`config.mk`:
```
export PLATFORM = sky130hd
export DESIGN_NAME = multi_cycle_ctrl
export DESIGN_NICKNAME = d
export VERILOG_FILES = /design/src/rtl/multi_cycle_ctrl.sv
export SDC_FILE = /design/constraint.sdc
export NUM_CORES = 1
export LEC_CHECK = 0
export CAP_MARGIN = 5
export CORE_AREA = 2 2 51 53
export CTS_CLUSTER_SIZE = 16
export DETAILED_ROUTE_END_ITERATION = 10
export DIE_AREA = 0 0 53 55
export PLACE_DENSITY = 0.81
export SYNTH_ARGS = -nofsm -noshare
export SYNTH_HDL_FRONTEND = slang
export SYNTH_SLANG_ARGS = --single-unit
export TNS_END_PERCENT = 100
```
`constraint.sdc`:
```
create_clock -name clk -period 7 [get_ports clk]
set_clock_uncertainty 0.1 [all_clocks]
set_input_delay 2.1 -clock clk [delete_from_list [all_inputs] [get_ports clk]]
set_output_delay 2.1 -clock clk [all_outputs]
set_load 0.02 [all_outputs]
```
`src/rtl/multi_cycle_ctrl.sv`:
```
// Multi-cycle MIPS controller: sequences IF/ID/EX/MEM/WB plus a counted mult/div wait state.
// Datapath controls decode combinationally from state, op, func and zero.
module multi_cycle_ctrl #(
  parameter int unsigned ALUCTRL_W   = 3,
  parameter int unsigned MULT_CYCLES = 5,
  parameter int unsigned DIV_CYCLES  = 10,
  parameter int unsigned CNT_W       = 4
) (
  input  logic                 clk,
  input  logic                 reset,
  input  logic [5:0]           op,
  input  logic [5:0]           func,
  input  logic                 zero,
  output logic                 PCWrite,
  output logic                 IRWrite,
  output logic [1:0]           NPCSel,
  output logic                 RegWrite,
  output logic [1:0]           RegDst,
  output logic                 ALUSrc,
  output logic                 ExtOp,
  output logic [ALUCTRL_W-1:0] ALUCtrl,
  output logic                 MemWrite,
  output logic [2:0]           MemtoReg,
  output logic                 MDStart,
  output logic                 MDOp,
  output logic                 MDBusy,
  output logic [2:0]           state
);

  typedef enum logic [2:0] {
    S_IF = 3'd0, S_ID = 3'd1, S_EX = 3'd2, S_MEM = 3'd3, S_WB = 3'd4, S_MD = 3'd5
  } state_t;

  typedef enum logic [3:0] {
    I_NOP, I_ADDU, I_SUBU, I_JR, I_LW, I_SW, I_LUI, I_ORI,
    I_BEQ, I_JAL, I_MULT, I_DIV, I_MFHI, I_MFLO
  } instr_t;

  state_t           cur;
  logic [CNT_W-1:0] cnt;
  instr_t           instr;

  // Instruction decode from the IR fields
  always_comb begin
    instr = I_NOP;
    case (op)
      6'b000000: begin
        case (func)
          6'b100001: instr = I_ADDU;
          6'b100011: instr = I_SUBU;
          6'b001000: instr = I_JR;
          6'b011000: instr = I_MULT;
          6'b011010: instr = I_DIV;
          6'b010000: instr = I_MFHI;
          6'b010010: instr = I_MFLO;
          default:   instr = I_NOP;
        endcase
      end
      6'b100011: instr = I_LW;
      6'b101011: instr = I_SW;
      6'b001111: instr = I_LUI;
      6'b001101: instr = I_ORI;
      6'b000100: instr = I_BEQ;
      6'b000011: instr = I_JAL;
      default:   instr = I_NOP;
    endcase
  end

  // State and mult/div residency counter
  always_ff @(posedge clk or posedge reset) begin
    if (reset) begin
      cur <= S_IF;
      cnt <= '0;
    end else begin
      case (cur)
        S_IF: cur <= S_ID;
        S_ID: begin
          case (instr)
            I_JAL, I_JR, I_NOP: cur <= S_IF;
            default:            cur <= S_EX;
          endcase
        end
        S_EX: begin
          case (instr)
            I_ADDU, I_SUBU, I_ORI, I_LUI, I_MFHI, I_MFLO: cur <= S_WB;
            I_LW, I_SW: cur <= S_MEM;
            I_MULT: begin
              cnt <= CNT_W'(MULT_CYCLES);
              cur <= S_MD;
            end
            I_DIV: begin
              cnt <= CNT_W'(DIV_CYCLES);
              cur <= S_MD;
            end
            default: cur <= S_IF;
          endcase
        end
        S_MEM: cur <= (instr == I_LW) ? S_WB : S_IF;
        S_WB:  cur <= S_IF;
        S_MD: begin
          // cnt==0 cannot occur here, but exiting on it avoids a 2^CNT_W stall
          if (cnt <= CNT_W'(1)) begin
            cnt <= '0;
            cur <= S_IF;
          end else begin
            cnt <= cnt - CNT_W'(1);
          end
        end
        default: cur <= S_IF;
      endcase
    end
  end

  assign state = cur;

  // Control decode; everything held at zero while reset is asserted
  always_comb begin
    PCWrite  = 1'b0;
    IRWrite  = 1'b0;
    NPCSel   = 2'b00;
    RegWrite = 1'b0;
    RegDst   = 2'b00;
    ALUSrc   = 1'b0;
    ExtOp    = 1'b0;
    ALUCtrl  = ALUCTRL_W'(3'b111);
    MemWrite = 1'b0;
    MemtoReg = 3'b000;
    MDStart  = 1'b0;
    MDOp     = 1'b0;
    MDBusy   = 1'b0;
    if (reset) begin
      ALUCtrl = '0;
    end else begin
      case (cur)
        S_IF: begin
          IRWrite = 1'b1;
          PCWrite = 1'b1;
        end
        S_ID: begin
          if (instr == I_JAL) begin
            PCWrite  = 1'b1;
            NPCSel   = 2'b10;
            RegWrite = 1'b1;
            RegDst   = 2'b10;
            MemtoReg = 3'b011;
          end else if (instr == I_JR) begin
            PCWrite = 1'b1;
            NPCSel  = 2'b11;
          end
        end
        S_EX: begin
          case (instr)
            I_ADDU: ALUCtrl = ALUCTRL_W'(3'b010);
            I_SUBU: ALUCtrl = ALUCTRL_W'(3'b011);
            I_ORI: begin
              ALUSrc  = 1'b1;
              ExtOp   = 1'b1;
              ALUCtrl = ALUCTRL_W'(3'b001);
            end
            I_LW, I_SW: begin
              ALUSrc  = 1'b1;
              ALUCtrl = ALUCTRL_W'(3'b010);
            end
            I_BEQ: begin
              ALUCtrl = ALUCTRL_W'(3'b011);
              if (zero) begin
                PCWrite = 1'b1;
                NPCSel  = 2'b01;
              end
            end
            I_MULT: MDStart = 1'b1;
            I_DIV: begin
              MDStart = 1'b1;
              MDOp    = 1'b1;
            end
            default: ;
          endcase
        end
        S_MEM: begin
          ALUSrc   = 1'b1;
          ALUCtrl  = ALUCTRL_W'(3'b010);
          MemWrite = (instr == I_SW);
        end
        S_WB: begin
          RegWrite = 1'b1;
          case (instr)
            I_ADDU, I_SUBU: RegDst = 2'b01;
            I_LUI:          MemtoReg = 3'b001;
            I_LW:           MemtoReg = 3'b010;
            I_MFHI: begin
              RegDst   = 2'b01;
              MemtoReg = 3'b100;
            end
            I_MFLO: begin
              RegDst   = 2'b01;
              MemtoReg = 3'b101;
            end
            default: ;
          endcase
        end
        S_MD: MDBusy = 1'b1;
        default: ;
      endcase
    end
  end

endmodule

```
==> key figures, run 1 <==
Power and ir drop
  – Share of total power in sequential cells: 0.318
  – Int Pwr: between 0.1 and 0.15 mW
  – Total chip power: 0.1973 mW
  – Sw Ratio: 0.3935
  – Combinational share of power: 0.506
  – Peak supply drop: 0.09157 mV
  – Share of total power in the clock network: 0.176
  – Lkg Pwr: 0.6862 nW
  – Power Dens Cells: roughly 130 mW/mm^2
  – Switching power: 0.07761 mW

Worst setup path
  – Kind of start point of the critical path: input port
  – CP endpoint kind: output port
  – Crit Reg-Reg Endpoint: cnt[3]
  – Setup slack, reg-to-reg: 5.00 ns
  – Critical path data arrival time: 4.67 ns
  – Beginning of the critical path: op[0]
  – Cell count of the worst reg-to-reg path: 7
  – Data required time at the worst endpoint: about 4.8 ns
  – WS Path Type: in2out
  – Startpoint of the worst-slack reg-to-reg timing path: state[2]
  – End point of the critical path: RegDst[0]
  – Maximum fanout encountered on the critical timing path: 5

Routing
  – DRC viols: 0
  – Vias post-DR: roughly 1200
  – Initial DRT Pass Iterations: 5
  – Post-detailed-route wirelength per cell: 14.92 um
  – DRT Wirelength: 3163 um
  – Post-route antenna net violation count: 0
  – Post-detailed-route via-to-cell ratio: 5.755
  – Iter 0 DRT Violations: 29

Final layout
  – Number of standard cells in the final layout excluding fillers: 212
  – Commonest cells after routing, fill and taps aside: sky130_fd_sc_hd__clkdlybuf4s50_1 (30), sky130_fd_sc_hd__nor2_1 (17), sky130_fd_sc_hd__a21oi_1 (13)
  – Final design area excluding fillers: 0.001521 sq mm
  – Layout Area Growth over Synthesis: 39.13%
  – # fillers: 218
  – Share of layout cells above drive strength 1: 0.1593
  – Commonest non-fill, non-tap cell in the layout: sky130_fd_sc_hd__clkdlybuf4s50_1
  – Number of nets at the end of the flow: 200
  – Sequential Area: roughly 180 sq um
  – # diodes: 0
  – Area taken by multi-input logic gates: just over 800 sq um

Timing
  – RSZ-0062 raised after global routing: no
  – Clock period minus final worst setup slack: ~6.9 ns
  – Final Hold Violating Endpoints: 0
  – Setup violation total in the final timing report: 0
  – Number of slew-limit violations in the final report: 0
  – Post-Route Setup TNS: 0 ns
  – Peak Freq: 145.6 MHz
  – Worst slew margin relative to its limit: 0.5351
  – Worst-Margin Slew: 0.6914 ns
  – Post-route fraction of the period consumed by the critical path: 0.9811

Global routing
  – Global-route wire length before repair: 5202 um
  – Global-route usage over all layers: 0.2411
  – Antenna violations before repair: 0
  – Aggregate global routing overflow: 0
  – Maximum number of pins on one net before global-route repair: 13
  – Via count of the first global-routing pass: ~1200

Synthesis
  – Synthesized netlist cell count: 140
  – Post-Syn Area per Cell: 7.811 sq um
  – Post-synthesis share of cell area spent on and, or, nand and nor gates: 0.4119
  – Mux cell area share after synthesis: 0.02403
  – Register area share after synthesis: 0.1602
  – Post-synth top flop: sky130_fd_sc_hd__dfrtp_1
  – Number of synthesis warnings: 0
  – Share of synthesized cell area in full adder, half adder and majority cells: 0.02288
  – Number of flops mapped to enable cells by yosys: 0
  – Syn nets: 157
  – Xor and xnor fraction of the mapped netlist area: 0.008009
  – Post-synthesis compound-gate area fraction: 0.2838
  – Number of library cell types mapped by synthesis: 57
  – Fraction of synthesis flops using an asynchronous set or reset pin: 1.000
  – Post-Syn Area: 0.001094 sq mm
  – Combinational family with the most area after synthesis: simple AND/OR/NAND/NOR gates
  – Number of storage elements in the synthesis netlist: 7

Worst hold path
  – Worst hold stages: 1
  – Hold Crit Class: reg2reg

Floorplan
  – Die footprint: 0.002915 sq mm
  – Core Rows: 18
  – Starting density of the core: 0.4624
  – Height of the chip: 55 um
  – Ports: 37
  – Die W: 53 um
  – Core Region: 0.002365 sq mm

Clock tree
  – Hold-fix buffers at CTS: 0
  – TritonCTS clock tree: yes
  – Clock-pin slew of the registers on the worst-case setup and hold paths: roughly 0.050 ns
  – Root buffer cell: sky130_fd_sc_hd__clkbuf_4
  – Clk Latency, worst-skew pair: 0.24 ns
  – Post-cts sizing count: 0
  – Clock H-tree levels: 1
  – Maximum count of clock buffers along a single path: 2
  – Num Clock Sinks: 7
  – Buffers inserted by post-CTS timing repair: 0
  – TritonCTS buffer count: 3

Placement
  – Post-placement cell count: 208
  – Placed wire-length estimate after detailed placement: 2592 um
  – Instance area after placement: 0.001480 sq mm
  – IO buf count: 36
  – Gpl congestion: just under 0.9

Status
  – Outcome: finished, final reports clean

Flow run
  – Number of maximum-capacitance constraint violations: 0
## layer usage
metal / up-vias / GRT usage / share of wire
met3: 8 / 0.02419 / 0.051
met2: 44 / 0.4250 / 0.51
met5: - / 0 / 0
met4: 0 / 0.1325 / 0.025
li1: 612 / - / -
met1: 556 / 0.2892 / 0.41
## metrics by stage
step | util | hold WS [ns] | setup WS (ns)
finish | 0.6434 | 0.4471 | 0.1320
global route | 0.6434 | 0.4757 | 0.01517
CTS | 0.6370 | 0.4425 | 0.07240
detailed placement | 0.6259 | 0.4327 | 0.08057
global placement | 0.6259 | 0.4189 | 0.08060
floorplan | - | 0.3997 | 0.8274
## synth_stat cells, types with 2 or more instances
master,instances,share of area
sky130_fd_sc_hd__nor3_1,2,0.0092
sky130_fd_sc_hd__buf_4,2,0.014
sky130_fd_sc_hd__ha_1,2,0.023
sky130_fd_sc_hd__and2_1,2,0.011
sky130_fd_sc_hd__a21o_1,2,0.014
sky130_fd_sc_hd__and3b_2,2,0.018
sky130_fd_sc_hd__or3_1,2,0.011
sky130_fd_sc_hd__inv_1,5,0.017
sky130_fd_sc_hd__a31oi_1,3,0.017
sky130_fd_sc_hd__a21oi_1,13,0.059
sky130_fd_sc_hd__nor2_1,17,0.058
sky130_fd_sc_hd__or2_2,2,0.011
sky130_fd_sc_hd__nand2_1,8,0.027
sky130_fd_sc_hd__nand2b_1,3,0.017
sky130_fd_sc_hd__o21ai_0,7,0.032
sky130_fd_sc_hd__dfrtp_1,7,0.16
sky130_fd_sc_hd__o31ai_1,3,0.021
sky130_fd_sc_hd__nor4bb_1,3,0.027
sky130_fd_sc_hd__o21ai_1,2,0.0092
sky130_fd_sc_hd__nand3b_1,2,0.014
sky130_fd_sc_hd__or2_1,2,0.011
sky130_fd_sc_hd__nor3b_1,3,0.021
sky130_fd_sc_hd__a211o_1,2,0.016
sky130_fd_sc_hd__nand4_1,4,0.023
sky130_fd_sc_hd__nand3_1,6,0.027
sky130_fd_sc_hd__o21a_1,2,0.014
sky130_fd_sc_hd__buf_6,2,0.021
## sequential cells by signal, summed over array words and instances (netlist names)
name	count
cnt	4
state	3
## layout make-up
| type | instances | area share |
|---|---|---|
| flip-flops and latches | 7 | 0.1151 |
| clock buffers | 4 | 0.01727 |
| well taps | 30 | 0.02467 |
| repair buffers | 45 | 0.2911 |
| inverters | 5 | 0.01234 |
| multi-input cells | 121 | 0.5395 |
## worst min-delay path by stage
stage	startpoint	end
after global placement	cnt[2]	cnt[2]
after floorplan	cnt[2]	cnt[2]
after global routing	cnt[2]	cnt[2]
after detailed placement	cnt[2]	cnt[2]
after CTS	cnt[2]	cnt[2]
final	cnt[2]	cnt[2]
## critical path, stage by stage
cell and delay, ns:
sky130_fd_sc_hd__clkdlybuf4s50_1 0.53, sky130_fd_sc_hd__nor4_4 0.40, sky130_fd_sc_hd__nand2_1 0.12, sky130_fd_sc_hd__buf_4 0.15, sky130_fd_sc_hd__o22ai_2 0.22, sky130_fd_sc_hd__and3_1 0.25
sky130_fd_sc_hd__o21ai_0 0.10, sky130_fd_sc_hd__a21oi_1 0.16, sky130_fd_sc_hd__clkdlybuf4s50_1 0.63
## power by group through the flow
stage / Clock [mW] / Combinational, mW / Sequential (mW)
global route: 0.0391 / 0.109 / 0.0656
CTS: 0.0366 / 0.101 / 0.0629
floorplan: 0 / 0.0834 / 0.0591
finish: 0.0347 / 0.0998 / 0.0628
global placement: 0 / 0.0992 / 0.0633
detailed placement: 0 / 0.100 / 0.0636
## kinds of logic (layout without fill, tap and decap cells)
kind of cell / count (synthesis) / count (layout)
simple gates: 70 / 70
compound gates: 46 / 46
buf+inv: 12 / 54
flops: 7 / 7
fa+ha+maj: 2 / 2
mux: 2 / 2
xor+xnor: 1 / 1
No activity file was read; power rests on OpenSTA's default activity.
==> run 2: changes to the inputs <==
--- a/config.mk
+++ b/config.mk
@@ -6,11 +6,12 @@
 export NUM_CORES = 1
 export LEC_CHECK = 0
 export CAP_MARGIN = 5
-export CORE_AREA = 2 2 51 53
+export CORE_AREA = 2 2 55 57
+export CTS_CLUSTER_DIAMETER = 100
 export CTS_CLUSTER_SIZE = 16
 export DETAILED_ROUTE_END_ITERATION = 10
-export DIE_AREA = 0 0 53 55
-export PLACE_DENSITY = 0.81
+export DIE_AREA = 0 0 57 59
+export PLACE_DENSITY = 0.74
 export SYNTH_ARGS = -nofsm -noshare
 export SYNTH_HDL_FRONTEND = slang
 export SYNTH_SLANG_ARGS = --single-unit
==> constraint.sdc (replaced) <==
create_clock -name clk -period 5.9 [get_ports clk]
set_clock_uncertainty 0.1 [all_clocks]
set_input_delay 1.77 -clock clk [delete_from_list [all_inputs] [get_ports clk]]
set_output_delay 1.77 -clock clk [all_outputs]
set_load 0.02 [all_outputs]
==> key figures, run 2 (synthesized netlist as in run 1, its figures left out) <==
Status
  – Outcome: finished, final reports clean (unchanged)

Routing
  – DRC viols: 0 (unchanged)
  – Initial DRT Pass Iterations: 4 (was 5)
  – Post-detailed-route via-to-cell ratio: 5.821 (was 5.755)
  – Post-detailed-route wirelength per cell: 14.51 um (was 14.92 um)
  – DRT Wirelength: 3396 um (was 3163 um)
  – Iter 0 DRT Violations: 45 (was 29)
  – Vias post-DR: 1362 (was 1220)
  – Post-route antenna net violation count: 0 (unchanged)

Clock tree
  – TritonCTS clock tree: yes (unchanged)
  – TritonCTS buffer count: 3 (unchanged)
  – Hold-fix buffers at CTS: 0 (unchanged)
  – Num Clock Sinks: 7 (unchanged)
  – Buffers inserted by post-CTS timing repair: 0 (unchanged)
  – Clock H-tree levels: 1 (unchanged)
  – Root buffer cell: sky130_fd_sc_hd__clkbuf_4 (unchanged)
  – Maximum count of clock buffers along a single path: 2 (unchanged)
  – Clock-pin slew of the registers on the worst-case setup and hold paths: 0.05 ns (about the same)
  – Clk Latency, worst-skew pair: 0.25 ns (was 0.24 ns)

Worst setup path
  – Kind of start point of the critical path: input port (unchanged)
  – Cell with the largest stage delay on the worst path: sky130_fd_sc_hd__clkdlybuf4s50_1 (unchanged)
  – Data required time at the worst endpoint: 4.03 ns (was 4.80 ns)
  – Maximum fanout encountered on the critical timing path: 6 (was 5)
  – WS Path Type: in2out (unchanged)
  – Cell-by-cell listing of the critical path: clkdlybuf4s50_1 > buf_4 > nand2b_1 > a32oi_1 > o22ai_2 > and3_1 > mux2_2 > a21o_1 > dlygate4sd2_1 (was clkdlybuf4s50_1 > nor4_4 > nand2_1 > buf_4 > o22ai_2 > and3_1 > o21ai_0 > a21oi_1 > clkdlybuf4s50_1)
  – Critical path data arrival time: 3.94 ns (was 4.67 ns)
  – Longest individual stage delay on the worst path: 0.45 ns (was 0.63 ns)
  – CP endpoint kind: output port (unchanged)

Floorplan
  – Ports: 37 (unchanged)
  – Core Rows: 19 (was 18)
  – Starting density of the core: 0.4035 (was 0.4624)
  – Die W: 57 um (was 53 um)
  – Die footprint: 0.003363 sq mm (was 0.002915 sq mm)
  – Core Region: 0.002710 sq mm (was 0.002365 sq mm)
  – Height of the chip: 59 um (was 55 um)

Timing
  – Clock period minus final worst setup slack: 5.813 ns
  – RSZ-0062 raised after global routing: yes (was no)
  – Setup violation total in the final timing report: 0 (unchanged)
  – Post-route fraction of the period consumed by the critical path: 0.9852
  – Peak Freq: 172.0 MHz
  – Worst-Margin Slew: 0.8269 ns (was 0.6914 ns)
  – Final Hold Violating Endpoints: 0 (unchanged)
  – Worst slew margin relative to its limit: 0.4440 (was 0.5351)
  – Number of slew-limit violations in the final report: 0 (unchanged)

Placement
  – Placed wire-length estimate after detailed placement: 2848 um (was 2592 um)
  – Gpl congestion: 1.027 (was 0.8727)
  – IO buf count: 36 (unchanged)

Global routing
  – Global-route wire length before repair: 5713 um (was 5202 um)
  – Antenna violations before repair: 0 (unchanged)
  – Maximum number of pins on one net before global-route repair: 13 (unchanged)
  – Routing layer with the top usage in global route: met2 (unchanged)
  – Fraction of met2 tracks used by global routing: 0.4089 (was 0.4250)
  – Global-route met3 utilization: 0.03057 (was 0.02419)
  – Global-route usage over all layers: 0.2129 (was 0.2411)
  – Via count of the first global-routing pass: 1330 (was 1183)
  – Aggregate global routing overflow: 0 (unchanged)
  – Met1 track utilization from global routing: 0.2312 (was 0.2892)

Power and ir drop
  – Share of total power in the clock network: 0.178 (was 0.176)
  – Int Pwr: 0.1447 mW (was 0.1196 mW)
  – Power Dens Cells: 145.5 mW/mm^2 (was 129.6 mW/mm^2)
  – Sw Ratio: 0.4033 (was 0.3935)
  – Total chip power: 0.2425 mW (was 0.1973 mW)
  – Combinational share of power: 0.512 (was 0.506)
  – Lkg Pwr: 0.7838 nW (was 0.6862 nW)
  – Switching power: 0.09779 mW (was 0.07761 mW)
  – Share of total power in sequential cells: 0.311 (was 0.318)
  – Peak supply drop: 0.1358 mV (was 0.09157 mV)

Final layout
  – # fillers: 257 (was 218)
  – Number of nets at the end of the flow: 221 (was 200)
  – Fin util: 0.6150 (was 0.6434)
  – Commonest non-fill, non-tap cell in the layout: sky130_fd_sc_hd__buf_4 (was sky130_fd_sc_hd__clkdlybuf4s50_1)
  – Max reg flops: 4 (unchanged)
  – Register with the most flip-flops: cnt (unchanged)
  – Commonest cells after routing, fill and taps aside: sky130_fd_sc_hd__buf_4 (30), sky130_fd_sc_hd__clkdlybuf4s50_1 (18), sky130_fd_sc_hd__nor2_1 (16), sky130_fd_sc_hd__dlygate4sd2_1 (16), sky130_fd_sc_hd__a21oi_1 (13) (was sky130_fd_sc_hd__clkdlybuf4s50_1 (30), sky130_fd_sc_hd__nor2_1 (17), sky130_fd_sc_hd__a21oi_1 (13))
  – Area taken by multi-input logic gates: 837.1 sq um (was 820.8 sq um)
  – # diodes: 0 (unchanged)
  – Share of layout cells above drive strength 1: 0.2611 (was 0.1593)
  – Layout Area Growth over Synthesis: 52.40% (was 39.13%)
  – Sequential Area: 175.2 sq um (unchanged)

Worst hold path
  – Hold Crit Class: reg2reg (unchanged)

Flow run
  – Number of maximum-capacitance constraint violations: 0 (unchanged)
run 2: cell types whose count changed in the layout (fill, tap and decap cells not counted), moves of 4 or more:
cell	before	now
sky130_fd_sc_hd__dlymetal6s2s_1	6	2
sky130_fd_sc_hd__buf_4	9	30
sky130_fd_sc_hd__clkdlybuf4s50_1	30	18
sky130_fd_sc_hd__dlygate4sd2_1	0	16
run 2: power by group through the flow:
| stage | clock network (mW) | registers [mW] | logic [mW] |
|---|---|---|---|
| after floorplan | 0 | 0.0701 | 0.0990 |
| after global placement | 0 | 0.0741 | 0.124 |
| after detailed placement | 0 | 0.0763 | 0.127 |
| after CTS | 0.0447 | 0.0754 | 0.124 |
| after global routing | 0.0468 | 0.0782 | 0.137 |
| final | 0.0431 | 0.0754 | 0.124 |
run 2: path summary, 6_finish.rpt:
kind	start	endpoint	cells past startpoint	slack [ns]
hold / removal	cnt[2]	cnt[2]	1	0.47
setup / recovery	func[4]	MemtoReg[0]	9	0.09
setup reg to reg	cnt[0]	cnt[3]	6	3.81
min in group asynchronous	reset	state[2]	4	1.96
hold reg to reg	cnt[2]	cnt[2]	1	0.47
max in group asynchronous	reset	cnt[0]	4	3.62
run 2: repair_timing:
action / in CTS / in global routing
endpoints found under the setup margin: 13 / 9
pin swaps: 0 / 1
gates resized for setup: 17 / 5
run 2: final cells by class:
type	count	share of cell area
well taps	31	0.02327
inverters	5	0.01126
repair buffers	66	0.3423
flip-flops and latches	7	0.1051
clock buffers	4	0.01577
multi-input cells	121	0.5023
run 2: critical path: cells and delay by family:
kind | cells | cell delay, ns
AO/OA/AOI/OAI | 3 | 0.62
AND/OR/NAND/NOR | 2 | 0.37
multiplexers | 1 | 0.27
buffers and inverters | 3 | 0.92
run 2: per-stage QoR:
step | hold WS (ns) | setup slack (ns) | std cells | TNS [ns] | instance area, sq um
after floorplan | 0.3997 | 0.3874 | 140 | 0 | 1094
final | 0.4675 | 0.08708 | 234 | 0 | 1667
after CTS | 0.4673 | 0.003503 | 234 | 0 | 1647
after global placement | 0.4182 | -0.2726 | 230 | -1.665 | 1639
after global routing | 0.5036 | -0.04535 | 234 | -0.06060 | 1667
after detailed placement | 0.4534 | -0.3482 | 230 | -2.455 | 1639
run 2: metal layers:
| metal | up-vias | wire length (um) |
|---|---|---|
| met4 | 0 | 34 |
| li1 | 655 | - |
| met5 | - | 0 |
| met3 | 4 | 154 |
| met2 | 48 | 1787 |
| met1 | 655 | 1419 |
